File: src/rtl/maj_tree_pipe.sv
// Pipelined majority-of-3 tree, one register stage per level, LANES trees in parallel.
// Optional per-leaf inversion mask is enabled by defining MAJ_TREE_INV_EN.
`timescale 1ns/1ps
module maj_tree_pipe #(
   parameter int LEVELS = 2,
   parameter int LANES  = 1
) (
   input  logic                          clk,
   input  logic                          rst,
   input  logic                          in_valid,
   output logic                          in_ready,
   input  logic [LANES*(3**LEVELS)-1:0]  pi,
`ifdef MAJ_TREE_INV_EN
   input  logic [LANES*(3**LEVELS)-1:0]  inv_mask,
`endif
   output logic                          out_valid,
   input  logic                          out_ready,
   output logic [LANES-1:0]              po,
   output logic [15:0]                   out_cnt
);

   localparam int LEAVES = 3 ** LEVELS;

   // Bit offset of stage k's register inside the flat stage bus.
   function automatic int soff(input int k);
      int s;
      s = 0;
      for (int i = 0; i < k; i++) s += LANES * (3 ** (LEVELS - 1 - i));
      return s;
   endfunction

   function automatic logic maj3(input logic a, input logic b, input logic c);
      return (a & b) | (a & c) | (b & c);
   endfunction

   localparam int TOT = soff(LEVELS);

   logic [LANES*LEAVES-1:0] lf;
   logic [TOT-1:0]          sq;
   logic [LEVELS-1:0]       sv;
   logic [LEVELS-1:0]       nv;
   logic [LEVELS-1:0]       ld;
   logic                    dn;
   logic                    pv;

`ifdef MAJ_TREE_INV_EN
   assign lf = pi ^ inv_mask;
`else
   assign lf = pi;
`endif

   // Load chain runs from the output back to the input, so bubbles collapse.
   always_comb begin
      ld = '0;
      dn = out_ready;
      for (int i = LEVELS - 1; i >= 0; i--) begin
         ld[i] = ~sv[i] | dn;
         dn    = ld[i];
      end
   end

   always_comb begin
      nv = sv;
      pv = in_valid;
      for (int i = 0; i < LEVELS; i++) begin
         if (ld[i]) nv[i] = pv;
         pv = sv[i];
      end
   end

   always_ff @(posedge clk) begin
      if (rst) sv <= '0;
      else     sv <= nv;
   end

   for (genvar k = 0; k < LEVELS; k++) begin : g_st
      localparam int OW = LANES * (3 ** (LEVELS - 1 - k));
      localparam int IW = 3 * OW;
      logic [IW-1:0] din;
      logic [OW-1:0] nxt;
      logic [OW-1:0] q;
      if (k == 0) begin : g_in
         assign din = lf;
      end else begin : g_mid
         assign din = sq[soff(k-1) +: IW];
      end
      for (genvar j = 0; j < OW; j++) begin : g_n
         assign nxt[j] = maj3(din[3*j], din[3*j+1], din[3*j+2]);
      end
      always_ff @(posedge clk) begin
         if (ld[k]) q <= nxt;
      end
      assign sq[soff(k) +: OW] = q;
   end

   assign in_ready  = ld[0];
   assign out_valid = sv[LEVELS-1];
   assign po        = sq[soff(LEVELS-1) +: LANES];

   always_ff @(posedge clk) begin
      if (rst)                         out_cnt <= '0;
      else if (out_valid && out_ready) out_cnt <= out_cnt + 16'd1;
   end

endmodule

File: config.mk
export PLATFORM = sky130hd
export DESIGN_NAME = maj_tree_pipe
export DESIGN_NICKNAME = d
export VERILOG_FILES = /design/src/rtl/maj_tree_pipe.sv
export SDC_FILE = /design/constraint.sdc
export NUM_CORES = 1
export LEC_CHECK = 0
export CORE_MARGIN = 3
export CORE_UTILIZATION = 44
export DETAILED_ROUTE_END_ITERATION = 8
export GPL_ROUTABILITY_DRIVEN = 0
export HOLD_SLACK_MARGIN = 0.08
export PLACE_DENSITY = 0.74
export REMOVE_ABC_BUFFERS = 1
export SYNTH_ARGS = -nofsm -noshare
export SYNTH_HDL_FRONTEND = slang
export SYNTH_SLANG_ARGS = --single-unit
File: constraint.sdc
create_clock -name clk -period 2 [get_ports clk]
set_clock_uncertainty 0.2 [all_clocks]
set_input_delay 0.4 -clock clk [delete_from_list [all_inputs] [get_ports clk]]
set_output_delay 0.4 -clock clk [all_outputs]
set_load 0.02 [all_outputs]
**Word-level counts from Yosys, hierarchy flattened**

Cells that the tools add are included.

- Register bits after elaboration: 22
- Bits of input ports: 13
- Output and inout port bits: 19
- Logic and storage cells: 31

- $add $sub $neg: 1
- Bitwise gates (word level): 24
- Reduce and logical (&&, ||, !) cells: 1

Operators with widths:

| kind | number |
|---|---|
| $add A16 B1 Y16 const B | 1 |
| $and A1 B1 Y1 | 12 |
| $or A1 B1 Y1 | 10 |
| $not A1 Y1 | 2 |
| $logic_and A1 B1 Y1 | 1 |

**Logic depth before layout (Yosys ltp)**

Gate-level depths: netlist (run 1).

- Word-level depth: 3
- Mapped depth: 5
- Gate-level depth less buffers: 5

**Worst setup path before layout (run 1)**

No wires, ideal clock.

- Kind: register -> register
- Start: reg out_cnt[3]
- End: reg out_cnt[15]
- Setup time: 0.070 ns
- Data arrival time: 1.621 ns
- Path slack: 0.108 ns
- Stages on the path, launching flop included: 6
- Buffers on the path: 1
- Path through: dfxtp_1 > and4_1 > buf_4 > nand4_2 > or4_1 > a21oi_1

- Word-level cells in the longest chain between the ends: 1

Ends and longest elaborated chain:

| what | line | RTL |
|---|---|---|
| start: declaration | 19 | `output logic [15:0] out_cnt` |
| start signal: assignment | 102 | `else if (out_valid && out_ready) out_cnt <= out_cnt + 16'd1;` |
| $add A16 B1 Y16 | 102 |  |

Every way passes these cells.
A chain may end at the register's enable or synchronous reset.

**Worst setup path after layout (run 1)**

- Start: in out_ready
- End: reg out_cnt[9]

- Word-level cells in the longest chain between the ends: 1

Ends and longest elaborated chain:

| what | line | RTL |
|---|---|---|
| start: declaration | 17 | `input logic out_ready,` |
| $logic_and A1 B1 Y1 | 102 |  |

Every way passes these cells.

==> impl_results.rst, run 1 <==
.. list-table::
   :header-rows: 1

   * - Metric
     - Value
   * - Outcome
     - complete, no violations
   * - Overall die area
     - roughly 0.0028 mm^2
   * - Mean Syn Cell Area
     - 9.52 um^2
   * - CP Class
     - in -> reg
   * - Overall die width
     - between 50 and 60 um
   * - Yosys warnings
     - 0
   * - Clock tree from TritonCTS
     - built
   * - Total routed wirelength
     - 2180 um
   * - Cell variety after synth
     - 25
   * - Cell total after placement
     - 169
   * - Fmax
     - 512 MHz
   * - Antenna violations before repair
     - 0
   * - Worst Setup Start Kind
     - primary input
   * - Slew of the pin with the lowest slew margin
     - 250 ps
   * - Post-route insts no fill
     - 173
   * - Post-Syn Instances
     - 100
   * - Fill cell count
     - 162
   * - Number of levels in the clock H-tree
     - 1
   * - Drt pass-1 iters
     - 4
   * - Via Count
     - about 890
   * - Floorplan row count
     - 16
   * - Aggregate negative setup slack
     - 0 ps
   * - Data required time of the worst path
     - around 2000 ps
   * - Leakage Power
     - about 0.64 nW
   * - Peak fanout along the critical path
     - 5
   * - ANT cells
     - 0
   * - Number of max-cap violations
     - 0
   * - GR Overflow Total
     - 0
   * - Number of buffers added on ports
     - 31
   * - Unrepaired setup endpoints after global routing
     - false
   * - Hold WS
     - 297 ps
   * - Initial core utilization
     - 0.476
   * - # Post-CTS Setup Buffers
     - 0
   * - Number of global-route vias before repair
     - a little under 800
   * - Number of DRC markers in iteration 0
     - 11
   * - Area of the core
     - 0.00200 mm^2
   * - Final worst path period need
     - 1950 ps
   * - Number of nets still failing antenna checks after routing
     - 0
   * - Worst-case clock buffer depth
     - 2
   * - Wire length of the first global-routing pass
     - 3400 um
   * - Final worst setup slack
     - about 45 ps
   * - Clock-pin slew reported for the worst setup and hold paths after clock tree synthesis
     - 110 ps
   * - Remaining design rule violation count
     - 0
   * - Clock buffer count from CTS
     - 3
   * - Hold Path Class
     - reg -> reg
   * - Headroom to the max-slew limit
     - 0.832
   * - Routed wire length per instance
     - 12.6 um
   * - Worst slack at placement
     - -285 ps
   * - Cts hold-fix bufs
     - 0
   * - Hold Vio Cnt, Final
     - 0
   * - HPWL Detailed
     - 1680 um
   * - Count of final setup violators
     - 0
   * - Sequential area share after synthesis
     - 0.505
   * - Worst Setup End Kind
     - flip-flop
   * - Arrival time worst endpoint
     - ~2000 ps
   * - GR Util All Layers
     - 0.173
   * - Max Transition Viols Final
     - 0
   * - Sink count of the clock tree
     - 22
   * - Chip Height
     - between 50 and 60 um
   * - Total power density per cell area
     - 522 mW/mm^2
   * - Share of cells above drive strength 1
     - 0.158
   * - Clock latency at the later pin of the worst-skew pair
     - approximately 300 ps
   * - Total I/O pin count
     - 32
   * - Area of the mapped netlist
     - 952 um^2
   * - Flip-flop and latch count after synthesis
     - 22
   * - Via density per instance
     - about 5.2
   * - Post-route fraction of the period consumed by the critical path
     - 0.977
   * - Post-cts gate resize count
     - 5
   * - CTS Root Cell
     - sky130_fd_sc_hd__clkbuf_4
   * - Nets@finish
     - 161
   * - Largest net degree at the start of global routing
     - 19
   * - Area overhead of the layout relative to synthesis
     - 50.1%
   * - Worst IR Drop VDD
     - 0.000351 V
==> area by class of cell <==
type / count / area, um^2 / area share
clock buffer: 4 / 26.3 / 0.0184
inverter: 2 / 7.51 / 0.00525
multi-input combinational: 73 / 460 / 0.322
sequential: 22 / 480 / 0.336
tap: 27 / 33.8 / 0.0236
timing repair buffer: 45 / 420 / 0.294
==> sequential cells by signal (all words and copies together) (netlist names) <==
signal and cells:
po 1, out_cnt 16, g_st.q 3, sv 2
==> metrics by stage <==
stage / power [mW] / instance area [um^2] / util
2_1_floorplan: 0.497 / 937 / -
3_3_place_gp: 0.549 / 1390 / 0.693
3_5_place_dp: 0.550 / 1390 / 0.693
4_1_cts: 0.756 / 1410 / 0.703
5_1_grt: 0.781 / 1430 / 0.714
6_report: 0.746 / 1430 / 0.714
==> cell usage after synthesis <==
cell type,number,area (um^2)
sky130_fd_sc_hd__or4_1,2,15.0
sky130_fd_sc_hd__clkbuf_1,2,7.51
sky130_fd_sc_hd__inv_1,2,7.51
sky130_fd_sc_hd__and4_1,3,26.3
sky130_fd_sc_hd__nor2_1,13,48.8
sky130_fd_sc_hd__nor2b_1,1,6.26
sky130_fd_sc_hd__nand4_2,1,12.5
sky130_fd_sc_hd__or3_1,2,12.5
sky130_fd_sc_hd__maj3_1,4,40.0
sky130_fd_sc_hd__nand3_1,6,30.0
sky130_fd_sc_hd__o21ai_0,3,15.0
sky130_fd_sc_hd__and2_1,1,6.26
sky130_fd_sc_hd__buf_4,1,7.51
sky130_fd_sc_hd__xnor2_1,1,8.76
sky130_fd_sc_hd__nand2_1,9,33.8
sky130_fd_sc_hd__dfxtp_1,18,360
sky130_fd_sc_hd__nand4_1,5,31.3
sky130_fd_sc_hd__o31ai_1,2,15.0
sky130_fd_sc_hd__edfxtp_1,4,120
sky130_fd_sc_hd__nor3_1,1,5.00
sky130_fd_sc_hd__a21oi_1,7,35.0
sky130_fd_sc_hd__and3_1,1,6.26
sky130_fd_sc_hd__or4b_1,1,10.0
sky130_fd_sc_hd__xor2_1,9,78.8
sky130_fd_sc_hd__ha_1,1,12.5
==> power breakdown <==
group / switching, mW / total (mW) / internal (mW)
sequential: 0.00412 / 0.467 / 0.463
clock: 0.128 / 0.206 / 0.0778
combinational: 0.0293 / 0.0724 / 0.0431
==> metal layers <==
layer,track usage,up-vias,share of wire
met1,0.217,412,0.45
met2,0.277,24,0.48
li1,-,451,-
met5,0,-,0
met3,0.0342,4,0.042
met4,0.0894,0,0.025
==> path summary, 6_finish.rpt <==
check | startpoint | end | slack, ps | cells after the start
max | out_ready | out_cnt[9] | 50 | 6
min | out_cnt[15] | out_cnt[15] | 300 | 2
max reg2reg | out_cnt[6] | out_cnt[15] | 110 | 4
min reg2reg | out_cnt[15] | out_cnt[15] | 300 | 2
==> worst max-delay path: stages <==
cell                              delay (ps)
sky130_fd_sc_hd__clkdlybuf4s50_1         490
sky130_fd_sc_hd__buf_4                   140
sky130_fd_sc_hd__and4_4                  230
sky130_fd_sc_hd__nand2_2                  80
sky130_fd_sc_hd__or4b_1                  500
sky130_fd_sc_hd__a21oi_2                 160
==> cell families (layout without fill, tap and decap cells) <==
logic type | after synthesis | in the layout | synth area share
DFF | 22 | 22 | 0.505
AOI/OAI and AO/OA | 12 | 12 | 0.0683
xor gates and xnor gates | 10 | 10 | 0.0920
and+or+nand+nor | 46 | 46 | 0.256
buffers and inverters | 5 | 51 | 0.0237
adders and majority gates | 5 | 5 | 0.0552
==> cell usage in the layout (no fill, tap or decap), types with 3 or more instances in the layout <==
cell	synthesis	routed
sky130_fd_sc_hd__clkdlybuf4s50_1	0	20
sky130_fd_sc_hd__dfxtp_1	18	18
sky130_fd_sc_hd__buf_4	1	14
sky130_fd_sc_hd__nor2_1	13	13
sky130_fd_sc_hd__xor2_1	9	9
sky130_fd_sc_hd__nand2_1	9	8
sky130_fd_sc_hd__nand3_1	6	6
sky130_fd_sc_hd__a21oi_1	7	6
sky130_fd_sc_hd__dlymetal6s2s_1	0	6
sky130_fd_sc_hd__nand4_1	5	5
sky130_fd_sc_hd__maj3_1	4	4
sky130_fd_sc_hd__edfxtp_1	4	4
sky130_fd_sc_hd__dlygate4sd2_1	0	4
sky130_fd_sc_hd__o21ai_0	3	3
sky130_fd_sc_hd__clkbuf_4	0	3
Power figures use the tool's default switching activity.
==> run 2: changes to the inputs <==
==> constraint.sdc (replaced) <==
create_clock -name clk -period 1.98 [get_ports clk]
set_clock_uncertainty 0.2 [all_clocks]
set_input_delay 0.396 -clock clk [delete_from_list [all_inputs] [get_ports clk]]
set_output_delay 0.396 -clock clk [all_outputs]
set_load 0.02 [all_outputs]
==> run 2 against run 1 <==
  * Cell count grew 0.58%
  * Sequential share of layout area shrank 0.64 points
  * Combinational power rose by 2%
  * Wire length grew 4.1%
  * First-iteration DRC count is 18% higher
  * Non-clock buffer count rose by 1
  * Core utilization grew 1.4 points
  * Via count grew 0.56%
  * Final area rose by 1.9%
  * Critical endpoint is now out_cnt[12]
==> impl_results.rst, run 2 (synthesized netlist as in run 1, its figures left out) <==
.. list-table::
   :header-rows: 1

   * - Metric
     - Value
   * - Worst-case clock buffer depth
     - 2
   * - Antenna violations before repair
     - 0
   * - # Post-CTS Setup Buffers
     - 0
   * - Worst Setup End Kind
     - output pin
   * - Max Transition Viols Final
     - 0
   * - CTS Root Cell
     - sky130_fd_sc_hd__clkbuf_4
   * - Worst reg2reg setup slack
     - 120 ps
   * - Sequential cell area
     - about 480 um^2
   * - Total area of multi-input combinational cells
     - ~460 um^2
   * - Peak fanout along the critical path
     - 3
   * - Unrepaired setup endpoints after global routing
     - false
   * - Count of final setup violators
     - 0
   * - Via Count
     - 896
   * - Utilization after layout
     - 0.728
   * - Number of levels in the clock H-tree
     - 1
   * - Clock-pin slew reported for the worst setup and hold paths after clock tree synthesis
     - ~120 ps
   * - Initial core utilization
     - 0.476
   * - Nets@finish
     - 162
   * - Overall die area
     - around 0.0028 mm^2
   * - Fill cell count
     - 168
   * - Total I/O pin count
     - 32
   * - Leakage Power
     - between 0.6 and 0.7 nW
   * - ANT cells
     - 0
   * - Chip Height
     - 52.5 um
   * - Fmax
     - 518 MHz
   * - Most frequent cells in the layout
     - sky130_fd_sc_hd__clkdlybuf4s50_1 (19), sky130_fd_sc_hd__dfxtp_1 (18), sky130_fd_sc_hd__buf_4 (15)
   * - CP Class
     - reg -> out
   * - Delay of the slowest cell on the worst path
     - roughly 620 ps
   * - Worst slack at placement
     - -282 ps
   * - Met3 track utilization from global routing
     - 0.0256
   * - Cts hold-fix bufs
     - 0
   * - Hold Path Class
     - reg -> reg
   * - Met2 usage
     - 0.314
   * - Routed wire length per instance
     - 13.0 um
   * - Via density per instance
     - 5.15
   * - Critical path buffer and inverter count
     - 1
   * - Area of the core
     - about 0.002 mm^2
   * - Headroom to the max-slew limit
     - 0.843
   * - Final worst setup slack
     - 49.9 ps
   * - GR Util All Layers
     - 0.174
   * - Largest delay contributor family on the critical path
     - buffers and inverters
   * - Final worst path period need
     - 1930 ps
   * - Total routed wirelength
     - 2270 um
   * - Remaining design rule violation count
     - 0
   * - Hold Vio Cnt, Final
     - 0
   * - Largest register FFs
     - 16
   * - Number of DRC markers in iteration 0
     - 13
   * - GR Overflow Total
     - 0
   * - Floorplan row count
     - 16
   * - Global-route layer with the greatest usage
     - met2
   * - Number of nets still failing antenna checks after routing
     - 0
   * - Worst Setup Start Kind
     - flip-flop
   * - Sink count of the clock tree
     - 22
   * - Clock latency at the later pin of the worst-skew pair
     - 310 ps
   * - Post-route fraction of the period consumed by the critical path
     - 0.975
   * - Register with the most flip-flops
     - out_cnt
   * - Global routing usage on met1
     - 0.200
   * - Number of buffers added on ports
     - 31
   * - Clock tree from TritonCTS
     - built
   * - Slew of the pin with the lowest slew margin
     - about 230 ps
   * - HPWL Detailed
     - 1740 um
   * - Outcome
     - complete, no violations
   * - Arrival time worst endpoint
     - around 1300 ps
   * - Number of max-cap violations
     - 0
   * - Overall die width
     - about 53 um
   * - Largest net degree at the start of global routing
     - 19
   * - Cell chain of the critical path
     - clkdlybuf4s50_1
   * - Share of cells above drive strength 1
     - 0.163
   * - Wire length of the first global-routing pass
     - 3540 um
   * - Drt pass-1 iters
     - 4
   * - Area overhead of the layout relative to synthesis
     - 53.0%
   * - Most common cell after layout, fill and taps aside
     - sky130_fd_sc_hd__clkdlybuf4s50_1
   * - Total power density per cell area
     - 610 mW/mm^2
   * - Regs by FF count
     - out_cnt (16), g_st.q (3), sv (2)
   * - Clock buffer count from CTS
     - 3
   * - Worst IR Drop VDD
     - ~0.00042 V
   * - Data required time of the worst path
     - 1380 ps
   * - Number of global-route vias before repair
     - roughly 830
   * - Crit-path slowest cell
     - sky130_fd_sc_hd__clkdlybuf4s50_1
-- run 2: metal layers --
layer | wire [um] | up-vias
li1 | - | 449
met1 | 970 | 419
met2 | 1170 | 23
met3 | 86 | 5
met4 | 42 | 0
met5 | 0 | -
-- run 2: what timing repair did --
action,CTS,global route
gates resized for setup,7,10
endpoints found under the setup margin,6,10
gates cloned,0,0
-- run 2: final timing paths --
kind                     from     endpoint  cells after the start
setup reg to reg   out_cnt[6]  out_cnt[15]                      4
hold / removal    out_cnt[15]  out_cnt[15]                      2
setup / recovery  out_cnt[12]  out_cnt[12]                      1
hold reg to reg   out_cnt[15]  out_cnt[15]                      2
-- run 2: metrics by stage --
stage	setup TNS (ps)	instance area, um^2	power [mW]	cells	hold WS, ps
4_1_cts	0	1440	0.899	174	308
5_1_grt	0	1460	0.914	174	345
3_3_place_gp	-1160	1390	0.554	170	264
2_1_floorplan	0	937	0.502	97	263
6_report	0	1460	0.888	174	303
3_5_place_dp	-1430	1390	0.557	170	285
-- run 2: final cells by class --
class / instances / share of cell area
inverters: 2 / 0.00515
flip-flops and latches: 22 / 0.330
repair buffers: 46 / 0.293
multi-input cells: 73 / 0.313
well taps: 27 / 0.0232
clock buffers: 3 / 0.0155
clock inverters: 1 / 0.0206
-- run 2: power by group --
part	leakage [nW]	total, mW	internal (mW)	switching (mW)
Combinational	0.452	0.0735	0.0434	0.0301
Clock	0.0279	0.343	0.205	0.138
Sequential	0.188	0.472	0.468	0.00411
